===== src/rtl/rand_range_sampler.sv =====
// Seeds an external XNOR LFSR from a free-running entropy count, then rejection-samples its
// output into a uniform index in [0, RANGE-1] delivered over valid/ready.
// Optional feature: define NO_REPEAT_EN to forbid consecutive repeated indices.

module rand_range_sampler #(
    parameter int unsigned NUM_BITS  = 8,
    parameter int unsigned RANGE     = 9,
    parameter int unsigned OUT_W     = 4,
    parameter int unsigned MAX_TRIES = 8
) (
    input  logic                clk_i,
    input  logic                rst_ni,
    input  logic                seed_btn_i,
    output logic                lfsr_en_o,
    output logic                lfsr_seed_o,
    output logic [NUM_BITS-1:0] lfsr_seed_data_o,
    input  logic [NUM_BITS-1:0] lfsr_data_i,
    output logic [OUT_W-1:0]    value_o,
    output logic                valid_o,
    input  logic                ready_i,
    output logic                seeded_o
);

    localparam int unsigned TriesW = $clog2(MAX_TRIES + 1);
    localparam logic [OUT_W:0] RangeW = (OUT_W + 1)'(RANGE);
    localparam logic [TriesW-1:0] LastTry = TriesW'(MAX_TRIES - 1);
    localparam logic [TriesW-1:0] TriesSat = TriesW'(MAX_TRIES);

    typedef enum logic [1:0] {
        StUnseeded,
        StSeed,
        StDraw,
        StHold
    } state_e;

    state_e              state_q, state_d;
    logic [NUM_BITS-1:0] entropy_q, entropy_d;
    logic [NUM_BITS-1:0] seed_q, seed_d;
    logic [OUT_W-1:0]    value_q, value_d;
    logic                valid_q, valid_d;
    logic                seeded_q, seeded_d;
    logic [TriesW-1:0]   tries_q, tries_d;

    logic [OUT_W-1:0]    cand;
    logic                cand_in_range;
    logic                cand_repeat;
    logic                accept;
    logic [OUT_W-1:0]    fallback;

    assign cand          = lfsr_data_i[OUT_W-1:0];
    // Widened compare so RANGE == 2**OUT_W stays representable.
    assign cand_in_range = ({1'b0, cand} < RangeW);
    assign accept        = cand_in_range & ~cand_repeat;

    if (NUM_BITS > OUT_W) begin : g_unused_hi
        logic unused_lfsr_hi;
        assign unused_lfsr_hi = ^lfsr_data_i[NUM_BITS-1:OUT_W];
    end

`ifdef NO_REPEAT_EN
    logic [OUT_W-1:0] last_q, last_d;
    logic             have_last_q, have_last_d;
    logic [OUT_W:0]   last_inc;

    assign last_inc    = {1'b0, last_q} + 1'b1;
    assign cand_repeat = have_last_q && (cand == last_q);
    assign fallback    = !have_last_q        ? '0 :
                         (last_inc == RangeW) ? '0 : last_inc[OUT_W-1:0];

    always_comb begin
        last_d      = last_q;
        have_last_d = have_last_q;
        if (state_q == StHold && ready_i && valid_q) begin
            last_d      = value_q;
            have_last_d = 1'b1;
        end
    end

    always_ff @(posedge clk_i or negedge rst_ni) begin
        if (!rst_ni) begin
            last_q      <= '0;
            have_last_q <= 1'b0;
        end else begin
            last_q      <= last_d;
            have_last_q <= have_last_d;
        end
    end
`else
    assign cand_repeat = 1'b0;
    assign fallback    = '0;
`endif

    assign entropy_d = entropy_q + 1'b1;

    always_comb begin
        state_d  = state_q;
        seed_d   = seed_q;
        value_d  = value_q;
        valid_d  = valid_q;
        seeded_d = seeded_q;
        tries_d  = tries_q;

        unique case (state_q)
            StUnseeded: begin
                if (seed_btn_i) begin
                    // All-ones is the XNOR lockup state and must never be loaded.
                    seed_d  = (&entropy_q) ? '0 : entropy_q;
                    state_d = StSeed;
                end
            end
            StSeed: begin
                seeded_d = 1'b1;
                tries_d  = '0;
                state_d  = StDraw;
            end
            StDraw: begin
                if (accept) begin
                    value_d = cand;
                    valid_d = 1'b1;
                    state_d = StHold;
                end else if (tries_q >= LastTry) begin
                    value_d = fallback;
                    valid_d = 1'b1;
                    tries_d = TriesSat;
                    state_d = StHold;
                end else begin
                    tries_d = tries_q + 1'b1;
                end
            end
            StHold: begin
                if (ready_i && valid_q) begin
                    valid_d = 1'b0;
                    tries_d = '0;
                    state_d = StDraw;
                end
            end
            default: state_d = StUnseeded;
        endcase
    end

    always_ff @(posedge clk_i or negedge rst_ni) begin
        if (!rst_ni) begin
            state_q   <= StUnseeded;
            entropy_q <= '0;
            seed_q    <= '0;
            value_q   <= '0;
            valid_q   <= 1'b0;
            seeded_q  <= 1'b0;
            tries_q   <= '0;
        end else begin
            state_q   <= state_d;
            entropy_q <= entropy_d;
            seed_q    <= seed_d;
            value_q   <= value_d;
            valid_q   <= valid_d;
            seeded_q  <= seeded_d;
            tries_q   <= tries_d;
        end
    end

    assign lfsr_en_o        = (state_q == StSeed) || (state_q == StDraw);
    assign lfsr_seed_o      = (state_q == StSeed);
    assign lfsr_seed_data_o = (state_q == StSeed) ? seed_q : '0;
    assign value_o          = value_q;
    assign valid_o          = valid_q;
    assign seeded_o         = seeded_q;

`ifndef SYNTHESIS
    a_hold_stable: assert property (@(posedge clk_i) disable iff (!rst_ni)
        (valid_o && !ready_i) |=> (valid_o && $stable(value_o)));
    a_value_range: assert property (@(posedge clk_i) disable iff (!rst_ni)
        valid_o |-> ({1'b0, value_o} < RangeW));
`endif

endmodule

===== config.mk =====
export PLATFORM = sky130hd
export DESIGN_NAME = rand_range_sampler
export DESIGN_NICKNAME = d
export VERILOG_FILES = /design/src/rtl/rand_range_sampler.sv
export SDC_FILE = /design/constraint.sdc
export NUM_CORES = 1
export LEC_CHECK = 0
export BUFFER_PORTS_ARGS = -buffer_cell sky130_fd_sc_hd__buf_4
export CAP_MARGIN = 20
export CORE_MARGIN = 10
export CORE_UTILIZATION = 45
export CTS_BUF_LIST = sky130_fd_sc_hd__clkbuf_4 sky130_fd_sc_hd__clkbuf_8 sky130_fd_sc_hd__clkbuf_16
export DETAILED_ROUTE_END_ITERATION = 8
export HOLD_SLACK_MARGIN = 0.12
export PLACE_DENSITY = 0.74
export REMOVE_ABC_BUFFERS = 1
export SLEW_MARGIN = 30
export SYNTH_ARGS = -nofsm -noshare
export SYNTH_HDL_FRONTEND = slang
export SYNTH_SLANG_ARGS = --single-unit

===== constraint.sdc =====
create_clock -name clk_i -period 2.72 [get_ports clk_i]
set_input_delay 0.272 -clock clk_i [delete_from_list [all_inputs] [get_ports clk_i]]
set_output_delay 0.272 -clock clk_i [all_outputs]
set_load 0.005 [all_outputs]

==> impl_summary.log <==
[metrics] total clock buffers created by CTS: 3
[metrics] worst path setup slack after routing: just over 900 ps
[metrics] global-route met2 utilization: 0.157
[metrics] sort of element at the start of the critical path: flip-flop
[metrics] classification of the worst-slack hold path: in -> reg
[metrics] final setup violation count: 0
[metrics] wire length reported by the detailed router: about 2.6 mm
[metrics] die width: roughly 75 um
[metrics] global-route wire length before repair: about 4.3 mm
[metrics] mux contribution to synthesized area: 0.00727
[metrics] Worst Clk Skew: 2.04 ps
[metrics] buffer levels on the longest clock path: 2
[metrics] Worst Hold Path EP: value_o[1]
[metrics] via count of the first global-routing pass: between 900 and 1,000
[metrics] xor/xnor share of the synthesized area: 0.0382
[metrics] Setup Total Neg Slack: 0 ps
[metrics] number of nets in the finished design: 169
[metrics] CP required: around 2500 ps
[metrics] global-route met3 utilization: 0.0234
[metrics] final hold violations: 0
[metrics] number of antenna violations at the first check in global routing: 0
[metrics] detailed-route wire length per cell: between 10 and 15 um
[metrics] GR peak layer: met2
[metrics] leakage power summed over all cells: 0.815 nW
[metrics] fraction of the cycle the final worst path needs: 0.660
[metrics] TritonCTS clock tree: built
[metrics] average instance area after synthesis: 11.0 um2
[metrics] clock latency on the worst-skew pair: roughly 320 ps
[metrics] area growth from synthesis to layout: 17.2%
[metrics] max-capacitance violation count: 0
[metrics] main combinational cell family by area after synthesis: simple AND/OR/NAND/NOR gates
[metrics] Post-Synthesis Cell Area: 0.00138 mm2
[metrics] biggest area contributors in the synthesized netlist: sky130_fd_sc_hd__dfrtp_1 51%, sky130_fd_sc_hd__ha_1 6.4%, sky130_fd_sc_hd__and2_1 5.0%
[metrics] startpoint of the worst register-to-register path: state_q[0]
[metrics] clock period minus worst slack: 1790 ps
[metrics] power density normalized to cell area: 669 mW/mm2
[metrics] largest area contributor in the netlist: sky130_fd_sc_hd__dfrtp_1
[metrics] Clock Pin Slew Worst Setup and Hold Paths: about 150 ps
[metrics] fmax: 0.557 GHz
[metrics] DR vias: a little under 1,000
[metrics] register-to-register setup slack: 1000 ps
[metrics] HPWL after detailed placement: 1.96 mm
[metrics] worst min-delay path startpoint: lfsr_data_i[1]
[metrics] clock sink count: 28
[metrics] max_slew headroom: 0.742
[metrics] distinct cell type count after synthesis: 39
[metrics] warning count from the yosys run: 0
[metrics] length of the first detailed-routing pass in iterations: 4
[metrics] area share of the largest cell type after synthesis: 0.509
[metrics] global-route track usage on met1: 0.118
[metrics] Worst Setup SP: state_q[1]
[metrics] sequential fraction of the synthesis area: 0.509
[metrics] share of final-layout standard cells stronger than drive strength 1: 0.235
[metrics] drt initial violations: 35
[metrics] Non-Filler Cell Area, Final: 0.00161 mm2
[metrics] hold path cells: 2
[metrics] post-CTS repair timing setup buffer count: 0
[metrics] area share of fa/ha/maj cells after synthesis: 0.0636
[metrics] highest ir drop seen on vdd: 0.207 mV
[metrics] effective utilization at floorplan: 0.462
[metrics] number of remaining DRC errors: 0
[metrics] port bufs: 23
[metrics] total congestion overflow after global routing: 0
[metrics] Post-Syn Instances: approximately 130
[metrics] I/O pins: 28
[metrics] Reg2Reg Capture Point: tries_q[2]
[metrics] Worst Setup End Kind: primary output
[metrics] Post-Place Cell Area: between 0.0015 and 0.002 mm2
[metrics] worst-path fanout max: 10
[metrics] standard-cell row count: 20
[metrics] critical path class: reg -> out
[metrics] all-layer global routing usage: 0.0940
[metrics] largest net degree at the start of global routing: 29
[metrics] clock tree root driver cell: sky130_fd_sc_hd__clkbuf_4
[metrics] global placer's final weighted congestion: 0.752
[metrics] detailed-route vias per instance: 5.30
[metrics] final antenna-violating net count: 0
[metrics] Diodes inserted: 0
[metrics] total die area: 0.00567 mm2
[metrics] H-tree Lvls: 1
[metrics] number of pins exceeding their max-slew limit in the final report: 0
[metrics] setup repair after global routing missed its margin: false
[metrics] data arrival time of the critical path: 1520 ps
[metrics] complex-gate fraction of the synthesized area: 0.172
[metrics] Tightest Pin Transition: a little under 400 ps
[metrics] vertical extent of the die: 75.3 um
[metrics] worst reg-to-reg path cell count: 5
[metrics] area fraction in and, or, nand and nor cells after synthesis: 0.176
[metrics] Floorplan Core Area: 0.00298 mm2
[metrics] run status: completed
[metrics] count of fill cells added during filler insertion: around 270
[metrics] Post-Place Worst Slack: 1020 ps
[metrics] number of synthesized register bits: 28
-- final cells by class --
type / count / area [um2] / area share
clock buffers: 4 / 36.3 / 0.0225
inverters: 6 / 22.5 / 0.0140
multi-input cells: 87 / 629 / 0.390
flip-flops and latches: 28 / 701 / 0.434
well taps: 33 / 41.3 / 0.0256
repair buffers: 24 / 183 / 0.113
-- how the worst max path moves through the flow --
stage	end	cells past startpoint
finish	lfsr_seed_data_o[5]	4
global route	lfsr_seed_data_o[1]	4
CTS	lfsr_seed_data_o[5]	4
detailed placement	tries_q[2]	5
global placement	tries_q[2]	5
floorplan	tries_q[2]	5
-- cells in the mapped netlist --
library cell / n
sky130_fd_sc_hd__o31ai_1: 2
sky130_fd_sc_hd__clkbuf_1: 1
sky130_fd_sc_hd__buf_6: 1
sky130_fd_sc_hd__buf_2: 1
sky130_fd_sc_hd__inv_1: 6
sky130_fd_sc_hd__a21boi_0: 1
sky130_fd_sc_hd__a311o_1: 1
sky130_fd_sc_hd__a21boi_1: 1
sky130_fd_sc_hd__and3b_1: 1
sky130_fd_sc_hd__o31ai_4: 1
sky130_fd_sc_hd__and3_1: 3
sky130_fd_sc_hd__xnor2_1: 4
sky130_fd_sc_hd__nand3_1: 3
sky130_fd_sc_hd__or2_2: 1
sky130_fd_sc_hd__xor2_1: 2
sky130_fd_sc_hd__nor2_1: 2
sky130_fd_sc_hd__nand2_1: 18
sky130_fd_sc_hd__o21ai_0: 3
sky130_fd_sc_hd__a21oi_1: 2
sky130_fd_sc_hd__o22a_1: 1
sky130_fd_sc_hd__or2_1: 1
sky130_fd_sc_hd__o31ai_2: 2
sky130_fd_sc_hd__a221o_1: 1
sky130_fd_sc_hd__a22o_1: 3
sky130_fd_sc_hd__o21ai_1: 5
sky130_fd_sc_hd__and2_1: 11
sky130_fd_sc_hd__nor3b_1: 1
sky130_fd_sc_hd__dfrtp_1: 28
sky130_fd_sc_hd__mux2i_1: 1
sky130_fd_sc_hd__nor4b_2: 1
sky130_fd_sc_hd__a211oi_2: 1
sky130_fd_sc_hd__o32a_1: 1
sky130_fd_sc_hd__a21o_2: 1
sky130_fd_sc_hd__a21o_1: 1
sky130_fd_sc_hd__nand2b_1: 2
sky130_fd_sc_hd__and4_1: 1
sky130_fd_sc_hd__ha_1: 7
sky130_fd_sc_hd__buf_1: 1
sky130_fd_sc_hd__o41ai_2: 1
-- cells in the final DEF, fill, tap and decap left out, types with 4 or more instances in the layout --
| cell type | Yosys | routed |
|---|---|---|
| sky130_fd_sc_hd__nand2_1 | 18 | 18 |
| sky130_fd_sc_hd__ha_1 | 7 | 7 |
| sky130_fd_sc_hd__o21ai_1 | 5 | 5 |
| sky130_fd_sc_hd__xnor2_1 | 4 | 4 |
| sky130_fd_sc_hd__inv_1 | 6 | 6 |
| sky130_fd_sc_hd__buf_4 | 0 | 23 |
| sky130_fd_sc_hd__and2_1 | 11 | 11 |
| sky130_fd_sc_hd__dfrtp_1 | 28 | 28 |
-- kinds of logic (layout without fill, tap and decap cells) --
logic type | after synthesis | after routing
fa+ha+maj | 7 | 7
mux | 1 | 1
buf+inv | 10 | 34
compound gates | 28 | 28
simple gates | 45 | 45
flops | 28 | 28
xor+xnor | 6 | 6
-- power breakdown --
part / leakage, nW / switching [mW] / internal, mW
clock network: 0.0210 / 0.122 / 0.0818
registers: 0.358 / 0.0523 / 0.480
logic: 0.436 / 0.164 / 0.179
-- stage by stage --
step           total power [mW]  cells  hold slack (ps)   util
3_3_place_gp              0.869    177              205  0.526
3_5_place_dp              0.887    177              210  0.526
4_1_cts                    1.09    182              202  0.542
6_report                   1.08    182              200  0.542
5_1_grt                    1.15    182              193  0.542
2_1_floorplan             0.748    121            -23.6      -
-- critical path: stages (launching register included) --
cell	delay, ps
sky130_fd_sc_hd__dfrtp_1	430
sky130_fd_sc_hd__inv_1	130
sky130_fd_sc_hd__ha_1	350
sky130_fd_sc_hd__and2_1	180
sky130_fd_sc_hd__buf_4	110
-- sequential cells by signal, indices dropped and copies added (netlist names) --
signal / cells
entropy_q: 8
seed_q: 8
tries_q: 4
value_o: 4
state_q: 2
seeded_o: 1
valid_o: 1
-- repair_timing --
item                       CTS  global route
hold buffers                 1             0
setup endpoints to repair    0             0
resized for setup            0             0
hold endpoints to repair    28             0
-- routing by layer --
layer	vias up	wire length, um
met4	0	29
met5	-	0
met1	461	1220
li1	476	-
met2	26	1160
met3	2	198
(Power assumes the default switching activity.)
